[config.mk]
export PLATFORM = sky130hd
export DESIGN_NAME = exponent_pair_generator
export DESIGN_NICKNAME = d
export VERILOG_FILES = /design/src/rtl/bitsparse_pkg.sv /design/src/rtl/lsb_index_encoder.sv /design/src/rtl/exponent_pair_generator.sv
export SDC_FILE = /design/constraint.sdc
export NUM_CORES = 1
export LEC_CHECK = 0
export ABC_AREA = 0
export CAP_MARGIN = 25
export CORE_AREA = 10 10 80 82
export CTS_CLUSTER_SIZE = 30
export DETAILED_ROUTE_END_ITERATION = 6
export DIE_AREA = 0 0 90 92
export GPL_TIMING_DRIVEN = 0
export PLACE_DENSITY = 0.69
export RECOVER_POWER = 100
export SLEW_MARGIN = 20
export SYNTH_ARGS = -nofsm -noshare
export SYNTH_HDL_FRONTEND = slang
export SYNTH_SLANG_ARGS = --single-unit
[constraint.sdc]
create_clock -name clk -period 3.6 [get_ports clk]
set_input_delay 0.72 -clock clk [delete_from_list [all_inputs] [get_ports clk]]
set_output_delay 0.72 -clock clk [all_outputs]
set_load 0.005 [all_outputs]
[src/rtl/bitsparse_pkg.sv]
`default_nettype none
// +--------------------------------------------------------------------------+
// | bitsparse_pkg : widths, operand/sum types and FSM states  (Rev 1.0)      |
// +--------------------------------------------------------------------------+
package bitsparse_pkg;

  localparam int DATA_W = 8;
  localparam int EXP_W  = $clog2(DATA_W);
  localparam int SUM_W  = 4;

  typedef logic [DATA_W-1:0] operand_t;
  typedef logic [SUM_W-1:0]  sum_exps_t;

  typedef enum logic [1:0] {
    IDLE = 2'd0,
    ZERO = 2'd1,
    RUN  = 2'd2
  } epg_state_e;

endpackage : bitsparse_pkg
`default_nettype wire

[src/rtl/lsb_index_encoder.sv]
`default_nettype none
// +--------------------------------------------------------------------------+
// | lsb_index_encoder : lowest-set-bit index plus single-bit flag (Rev 1.0)  |
// +--------------------------------------------------------------------------+
module lsb_index_encoder
  import bitsparse_pkg::*;
(
  input  logic [DATA_W-1:0] vec_i,
  output logic [EXP_W-1:0]  idx_o,
  output logic              single_o
);

  // Scan from the top so the lowest set bit is the last one to win.
  always_comb begin
    idx_o = '0;
    for (int i = DATA_W - 1; i >= 0; i--) begin
      if (vec_i[i]) idx_o = EXP_W'(i);
    end
  end

  assign single_o = (vec_i != '0) && ((vec_i & (vec_i - DATA_W'(1))) == '0);

endmodule : lsb_index_encoder
`default_nettype wire

[src/rtl/exponent_pair_generator.sv]
`default_nettype none
// +--------------------------------------------------------------------------+
// | exponent_pair_generator : streams ea+ew per set-bit pair       (Rev 1.0) |
// +--------------------------------------------------------------------------+
module exponent_pair_generator
  import bitsparse_pkg::*;
(
  input  logic              clk,
  input  logic              rst_n,
  input  logic              in_valid,
  output logic              in_ready,
  input  logic [DATA_W-1:0] in_act,
  input  logic [DATA_W-1:0] in_wgt,
  input  logic              in_neg,
  output logic              out_valid,
  input  logic              out_ready,
  output logic [SUM_W-1:0]  out_sum_exps,
  output logic              out_neg,
  output logic              out_zero,
  output logic              out_last
);

  generate
    if (2 * (DATA_W - 1) >= 2 ** SUM_W) begin : g_sum_w_check
      $error("SUM_W too narrow to hold the largest exponent sum");
    end
  endgenerate

  epg_state_e state_q, state_d;
  operand_t   act_rem_q, act_rem_d;
  operand_t   wgt_rem_q, wgt_rem_d;
  operand_t   wgt_q, wgt_d;
  logic       neg_q, neg_d;

  logic [EXP_W-1:0] ea, ew;
  logic             act_single, wgt_single;
  logic             out_fire, in_fire;
  operand_t         wgt_rem_next;

  lsb_index_encoder u_act_enc (.vec_i(act_rem_q), .idx_o(ea), .single_o(act_single));
  lsb_index_encoder u_wgt_enc (.vec_i(wgt_rem_q), .idx_o(ew), .single_o(wgt_single));

  assign out_valid    = (state_q != IDLE);
  assign out_zero     = (state_q == ZERO);
  assign out_last     = (state_q == ZERO) || ((state_q == RUN) && act_single && wgt_single);
  assign out_neg      = out_valid && neg_q;
  assign out_sum_exps = (state_q == RUN) ? (SUM_W'(ea) + SUM_W'(ew)) : '0;

  assign out_fire     = out_valid && out_ready;
  assign in_ready     = (state_q == IDLE) || (out_fire && out_last);
  assign in_fire      = in_valid && in_ready;
  assign wgt_rem_next = wgt_rem_q & (wgt_rem_q - operand_t'(1));

  always_comb begin
    state_d   = state_q;
    act_rem_d = act_rem_q;
    wgt_rem_d = wgt_rem_q;
    wgt_d     = wgt_q;
    neg_d     = neg_q;
    if (out_fire) begin
      if (out_last) begin
        state_d = IDLE;
      end else if (wgt_rem_next == '0) begin
        // Inner weight walk exhausted: advance activation bit, restart weight.
        act_rem_d = act_rem_q & (act_rem_q - operand_t'(1));
        wgt_rem_d = wgt_q;
      end else begin
        wgt_rem_d = wgt_rem_next;
      end
    end
    // A new pair may be taken on the last-beat handshake; it overrides the exit.
    if (in_fire) begin
      act_rem_d = in_act;
      wgt_rem_d = in_wgt;
      wgt_d     = in_wgt;
      neg_d     = in_neg;
      state_d   = ((in_act == '0) || (in_wgt == '0)) ? ZERO : RUN;
    end
  end

  always_ff @(posedge clk) begin
    if (!rst_n) begin
      state_q   <= IDLE;
      act_rem_q <= '0;
      wgt_rem_q <= '0;
      wgt_q     <= '0;
      neg_q     <= 1'b0;
    end else begin
      state_q   <= state_d;
      act_rem_q <= act_rem_d;
      wgt_rem_q <= wgt_rem_d;
      wgt_q     <= wgt_d;
      neg_q     <= neg_d;
    end
  end

endmodule : exponent_pair_generator
`default_nettype wire

## Word level (Yosys, flattened, before mapping)

Index checks and enable logic that the tools add are counted.

- Output and inout bits: 9
- Flip-flop bits (word level): 27

- Bitwise logic cells: 2
- Reductions and logical operators: 25
- Add/sub/neg operators: 3
- Eq/ne operators: 3
- Muxes and demuxes: 29

Operators by type and width:

| kind | number |
|---|---|
| 2-to-1 mux 8 bit | 8 |
| 2-to-1 mux 3 bit | 16 |
| logical NOT 8 bit | 4 |
| bitwise AND 8 bit | 2 |
| nonzero test 8 bit | 2 |
| subtractor 8 x 1 -> 8 bit (second input constant) | 2 |
| logical AND 1 bit | 8 |
| 2-to-1 mux 2 bit | 4 |
| nonzero test 2 bit | 4 |
| adder 3 x 3 -> 4 bit | 1 |
| 2-to-1 mux 4 bit | 1 |
| AND reduction 2 bit | 2 |
| logical OR 1 bit | 3 |
| AND reduction 3 bit | 1 |
| equality test 2 x 1 -> 1 bit (second input constant) | 1 |
| equality test 2 bit (second input constant) | 1 |
| logical NOT 2 bit | 1 |
| inequality test 2 x 1 -> 1 bit (second input constant) | 1 |

## Longest topological paths before layout

- Depth in word-level cells: 12
- Depth in mapped cells: 10

## Hierarchy

Synthesis repeated with hierarchy kept, for this count alone.

- Cells, all modules: 241
- Area, all modules: 1845.5 um^2

By module, submodules not included:

| module | instances | area an instance (um^2) | cells an instance |
|---|---|---|---|
| exponent_pair_generator | 1 | 1520.2 | 195 |
| lsb_index_encoder | 2 | 162.7 | 23 |

## Least setup slack after synthesis

OpenSTA, ideal clock, no wires.

- Kind: register to output
- Start: register act_rem_q[1]
- End: output in_ready
- Slack: 0.819 ns
- Required time: 2.880 ns
- Cell stages (with the launch flop): 8
- Data arrival time: 2.061 ns
- Cell sequence: dfxtp_1 -> buf_6 -> or4_4 -> or4_4 -> a31oi_4 -> nor3_1 -> o21ai_0 -> nand2_1

- Cells in the longest elaborated chain, start to end: 9
- Elaborated cells on any way between the ends: 10

Ends and longest elaborated chain:

| item | line | text |
|---|---|---|
| start, declared | exponent_pair_generator.sv:30 | `operand_t act_rem_q, act_rem_d;` |
| start signal, assigned | exponent_pair_generator.sv:90 | `act_rem_q <= act_rem_d;` |
| subtractor 8 x 1 -> 8 bit | lsb_index_encoder.sv:21 | `assign single_o = (vec_i != '0) && ((vec_i & (vec_i - DATA_W'(1))) == '0);` |
| bitwise AND 8 bit | lsb_index_encoder.sv:21 |  |
| logical NOT 8 bit | lsb_index_encoder.sv:21 |  |
| logical AND 1 bit * | lsb_index_encoder.sv:21 |  |
| logical AND 1 bit * (2 in series) | exponent_pair_generator.sv:45 | `assign out_last = (state_q == ZERO) \|\| ((state_q == RUN) && act_single && wgt_single);` |
| logical OR 1 bit * | exponent_pair_generator.sv:45 |  |
| logical AND 1 bit * | exponent_pair_generator.sv:50 | `assign in_ready = (state_q == IDLE) \|\| (out_fire && out_last);` |
| logical OR 1 bit * | exponent_pair_generator.sv:50 |  |
| end, declared | exponent_pair_generator.sv:11 | `output logic in_ready,` |

Mark *: on every way between the ends. The rest lies on a longest branch, timed or not.

## Worst setup path after layout

- Start: register act_rem_q[2]
- End: output in_ready

Same word-level chain as after synthesis.

==> results <==
- The flow ran to the end, and the final reports show no timing, DRC or antenna violations.
- The part of the Yosys area used for sequential elements is 28.6%.
- The congestion estimate from routability-driven global placement came to around 0.83.
- Measured against the total synthesized area, the mux share comes to 0%.
- After layout, the worst path uses a little over nine tenths of the clock period.
- The Yosys step of the flow raised 0 warnings.
- The headroom to the max-slew limit is a little over three fifths.
- The total detailed-routing wirelength is between 5000 and 6000 um.
- The global-route track usage on met1 is between 10% and 20%.
- In this run the number of H-tree levels came out at 1.
- The number of cells traversed by the worst register-to-register path is 9.
- Of all flip-flops after synthesis, the portion carrying an async set or reset was 0%.
- Yosys mapped the design onto 50 distinct sky130hd cell types.
- The synthesized netlist devotes about a third of its cell area to compound gates.
- The post-detailed-placement half-perimeter wirelength is between 4000 and 5000 um.
- Dividing the detail-routed wire length by the instance count gives around 16 um.
- The net count after synthesis is 268.
- The number of design rule violations left after detail routing is 0.
- Counting every instance in the synthesized netlist gives around 240.
- The effective utilization at floorplan is 38.5%.
- The met3 layer usage reported by global route is under 10%.
- The class of the most critical setup path is reg2out.
- The total power after layout is 1.13 mW.
- After global routing the overflow that remains totals 0.
- Static timing analysis puts the maximum clock frequency at around 290 MHz.
- For this run, the leading register cell type out of synthesis is dfxtp_1.
- The dominant combinational cell family by area after synthesis is compound AO/OA/AOI/OAI gates.
- The die width is approximately 90 um.
- In the layout the commonest cells are dfxtp_1 (27), a21oi_1 (26), clkdlybuf4s50_1 (24).
- The number of clock sinks is 27.
- The clock passes through at most 2 buffers.
- In this run the critical register-to-register path is launched from act_rem_q[2].
- At the pin with the least slew margin, the transition time is 0.554 ns.
- The number of antenna violations at the first check in global routing was 0.
- A synthesized cell averages between 7 and 8 sq um.
- The beginning of the critical path is act_rem_q[2].
- The xor and xnor fraction of the mapped netlist area is less than 1%.
- The floorplan step defined a core boundary enclosing 4910 sq um.
- The count of final setup violators is 0.
- The share of layout cells above drive strength 1 is around 11%.
- The repair_antennas step left the layout with diodes totalling 0.
- The fraction of met2 tracks used by global routing is a little over a fifth.
- The total negative slack for setup checks is 0 ns.
- The type of origin of the critical path is a flop.
- The maximum ir drop on the vdd rail is 187 uV.
- The class of the tightest hold or removal check is reg2reg.
- The number of inserted filler cells in the final layout is around 480.
- Summing every instance area after synthesis gives around 1900 sq um.
- The clock latency at the later pin of the worst-skew pair is 0.29 ns.
- Across all register-to-register paths, the minimum setup slack is between 0.7 and 0.8 ns.
- The total track usage is a little over an eighth.
- After the first detailed-routing iteration, the DRC count stood at ~220.
- The number of flops mapped to enable cells by yosys is 0.
- Entering global routing, the biggest net connects 17 pins.
- The critical path capture point is in_ready.
- The number of buffers created by CTS is 3.
- The number of hold-slack violations in the final timing report is 0.
- Port buffering added 28 buffers.
- The die covers a little over 8000 sq um.
- The share of Yosys cell area claimed by the top area cell type is 28.6%.
- The clock-pin slew on the worst setup and hold paths is roughly 0.10 ns.
- The time the worst path needs with I/O delays and setup is roughly 3.5 ns.
- The final layout contains 306 nets.
- The hold buffer count at CTS is 0.
- The global-route wire length before repair is ~9400 um.
- TritonCTS built the clock tree.
- The commonest non-fill, non-tap cell in the layout is dfxtp_1.
- The power density relative to cell area is 478 nW/um^2.
- met2 is the most crowded layer.
- The endpoint of the lowest-slack register-to-register path is wgt_rem_q[0].
- The setup clock skew after layout is roughly 0.0033 ns.
- The count of pins over their slew limit is 0.
- After Yosys synthesis, full adders, half adders and majority gates account for approximately 4.6% of the synthesized area.
- The via count of the first global-routing pass is ~1900.
- The largest total area in the synthesized netlist belongs to dfxtp_1.
- Data arrives at the worst endpoint at 2.78 ns.
- The kind of capture point of the worst setup path is a primary output.
- The I/O pin count is 30.
- Once detail routing completed, the nets flagged for antenna violations numbered 0.
- The tree is rooted in a clkbuf_8.
- The simple logic cell fraction of the synthesized area is 25.0%.
- The first-pass iteration count of the detailed router is 4.
- The area growth from synthesis to final layout is 24.6%.
- The analysis attributes to cell leakage a power of 0.848 nW.
- The number of placement rows is 26.
- Detailed routing inserted a total of 2054 vias.
- The register bit total from synthesis is 27.
- The maximum fanout count along the critical path is 9.
- The required time at the worst-slack endpoint is between 2 and 3 ns.
- Yosys attributes the largest share of cell area to dfxtp_1 (29%), a21oi_1 (6.9%), o21ai_0 (6.6%).
- After detailed routing, the number of vias per cell comes to around 5.9.
- The vertical die dimension is between 90 and 100 um.
- Max-cap violations in this run came to 0.
[layout make-up]
cell class / instances / area [sq um] / share of cell area (%)
multi-input cells: 190 / 1240 / 52.6
flip-flops and latches: 27 / 541 / 22.9
repair buffers: 34 / 322 / 13.6
plain buffers: 18 / 93.8 / 3.98
well taps: 70 / 87.6 / 3.71
clock buffers: 3 / 41.3 / 1.75
inverters: 7 / 26.3 / 1.11
clock inverters: 1 / 7.51 / 0.318
[cell usage after synthesis (2+ instances only)]
master	n
a21o_1	4
a21oi_1	26
a221o_1	5
a31oi_1	8
a32o_1	5
a41oi_1	2
and2_1	4
and3_1	2
buf_2	3
buf_6	3
clkbuf_1	13
dfxtp_1	27
ha_1	3
inv_1	6
maj3_1	3
nand2_1	12
nand2b_1	3
nand3_1	22
nand4_1	2
nor2_1	15
nor2b_1	2
nor3_1	5
nor4_1	6
o211ai_1	2
o21ai_0	25
o21bai_1	2
o2bb2ai_1	3
or2_2	3
or3_1	3
or4_4	4
[power breakdown]
part / total (mW) / leakage [nW] / internal, mW / switching (mW)
clock: 0.188 / 0.0217 / 0.0791 / 0.109
combinational: 0.555 / 0.605 / 0.257 / 0.298
sequential: 0.384 / 0.222 / 0.335 / 0.0494
total: 1.13 / 0.848 / 0.671 / 0.457
[cell families (layout without fill, tap and decap cells)]
kind of cell               count (synthesis)  count (layout)
AOI/OAI and AO/OA                         95              95
and+or+nand+nor                           87              87
DFF                                       27              27
buffers and inverters                     26              63
adders and majority gates                  7               7
xor gates and xnor gates                   1               1
[worst max-delay path, cell delays in order (launching register included)]
cell	delay [ns]
dfxtp_1	0.31
buf_2	0.16
or4_4	0.55
or4_4	0.46
a31oi_4	0.23
nor3_2	0.10
o21ai_2	0.17
nand2_1	0.07
clkdlybuf4s50_1	0.44
[how the worst min path moves through the flow]
| stage | startpoint | to | slack, ns | cells after the start |
|---|---|---|---|---|
| after global routing | wgt_q[1] | wgt_q[1] | 0.49 | 2 |
| after global placement | wgt_q[0] | wgt_q[0] | 0.46 | 2 |
| after detailed placement | neg_q | neg_q | 0.46 | 2 |
| after CTS | wgt_q[1] | wgt_q[1] | 0.48 | 2 |
| final | neg_q | neg_q | 0.48 | 2 |
| after floorplan | neg_q | neg_q | 0.44 | 2 |
[metal layers]
metal | part of all wire, % | wire length (um) | vias to the layer above
met1 | 46 | 2600 | 962
li1 | - | - | 1006
met5 | 0 | 0 | -
met3 | 6.8 | 383 | 6
met2 | 46 | 2570 | 80
met4 | 1.5 | 86 | 0
[state kept, by name, summed over array words and instances, names as in the netlist]
name       flops
act_rem_q      8
neg_q          1
state_q        2
wgt_q          8
wgt_rem_q      8
[stage by stage]
step	instance area, sq um	setup WS (ns)	instances	utilization (%)	hold slack, ns
2_1_floorplan	1890	0.819	243	-	0.439
3_3_place_gp	2260	0.183	341	46.0	0.455
3_5_place_dp	2260	0.196	341	46.0	0.459
4_1_cts	2310	0.00442	345	47.1	0.477
5_1_grt	2360	-0.00899	350	48.0	0.488
6_report	2360	0.103	350	48.0	0.477
[what timing repair did]
| action | 4_1_cts | 5_1_grt |
|---|---|---|
| buffers inserted | 0 | 5 |
| resized for setup | 2 | 4 |
| pin swaps | 0 | 3 |
| endpoints found under the setup margin | 2 | 5 |
Power figures use the tool's default switching activity.
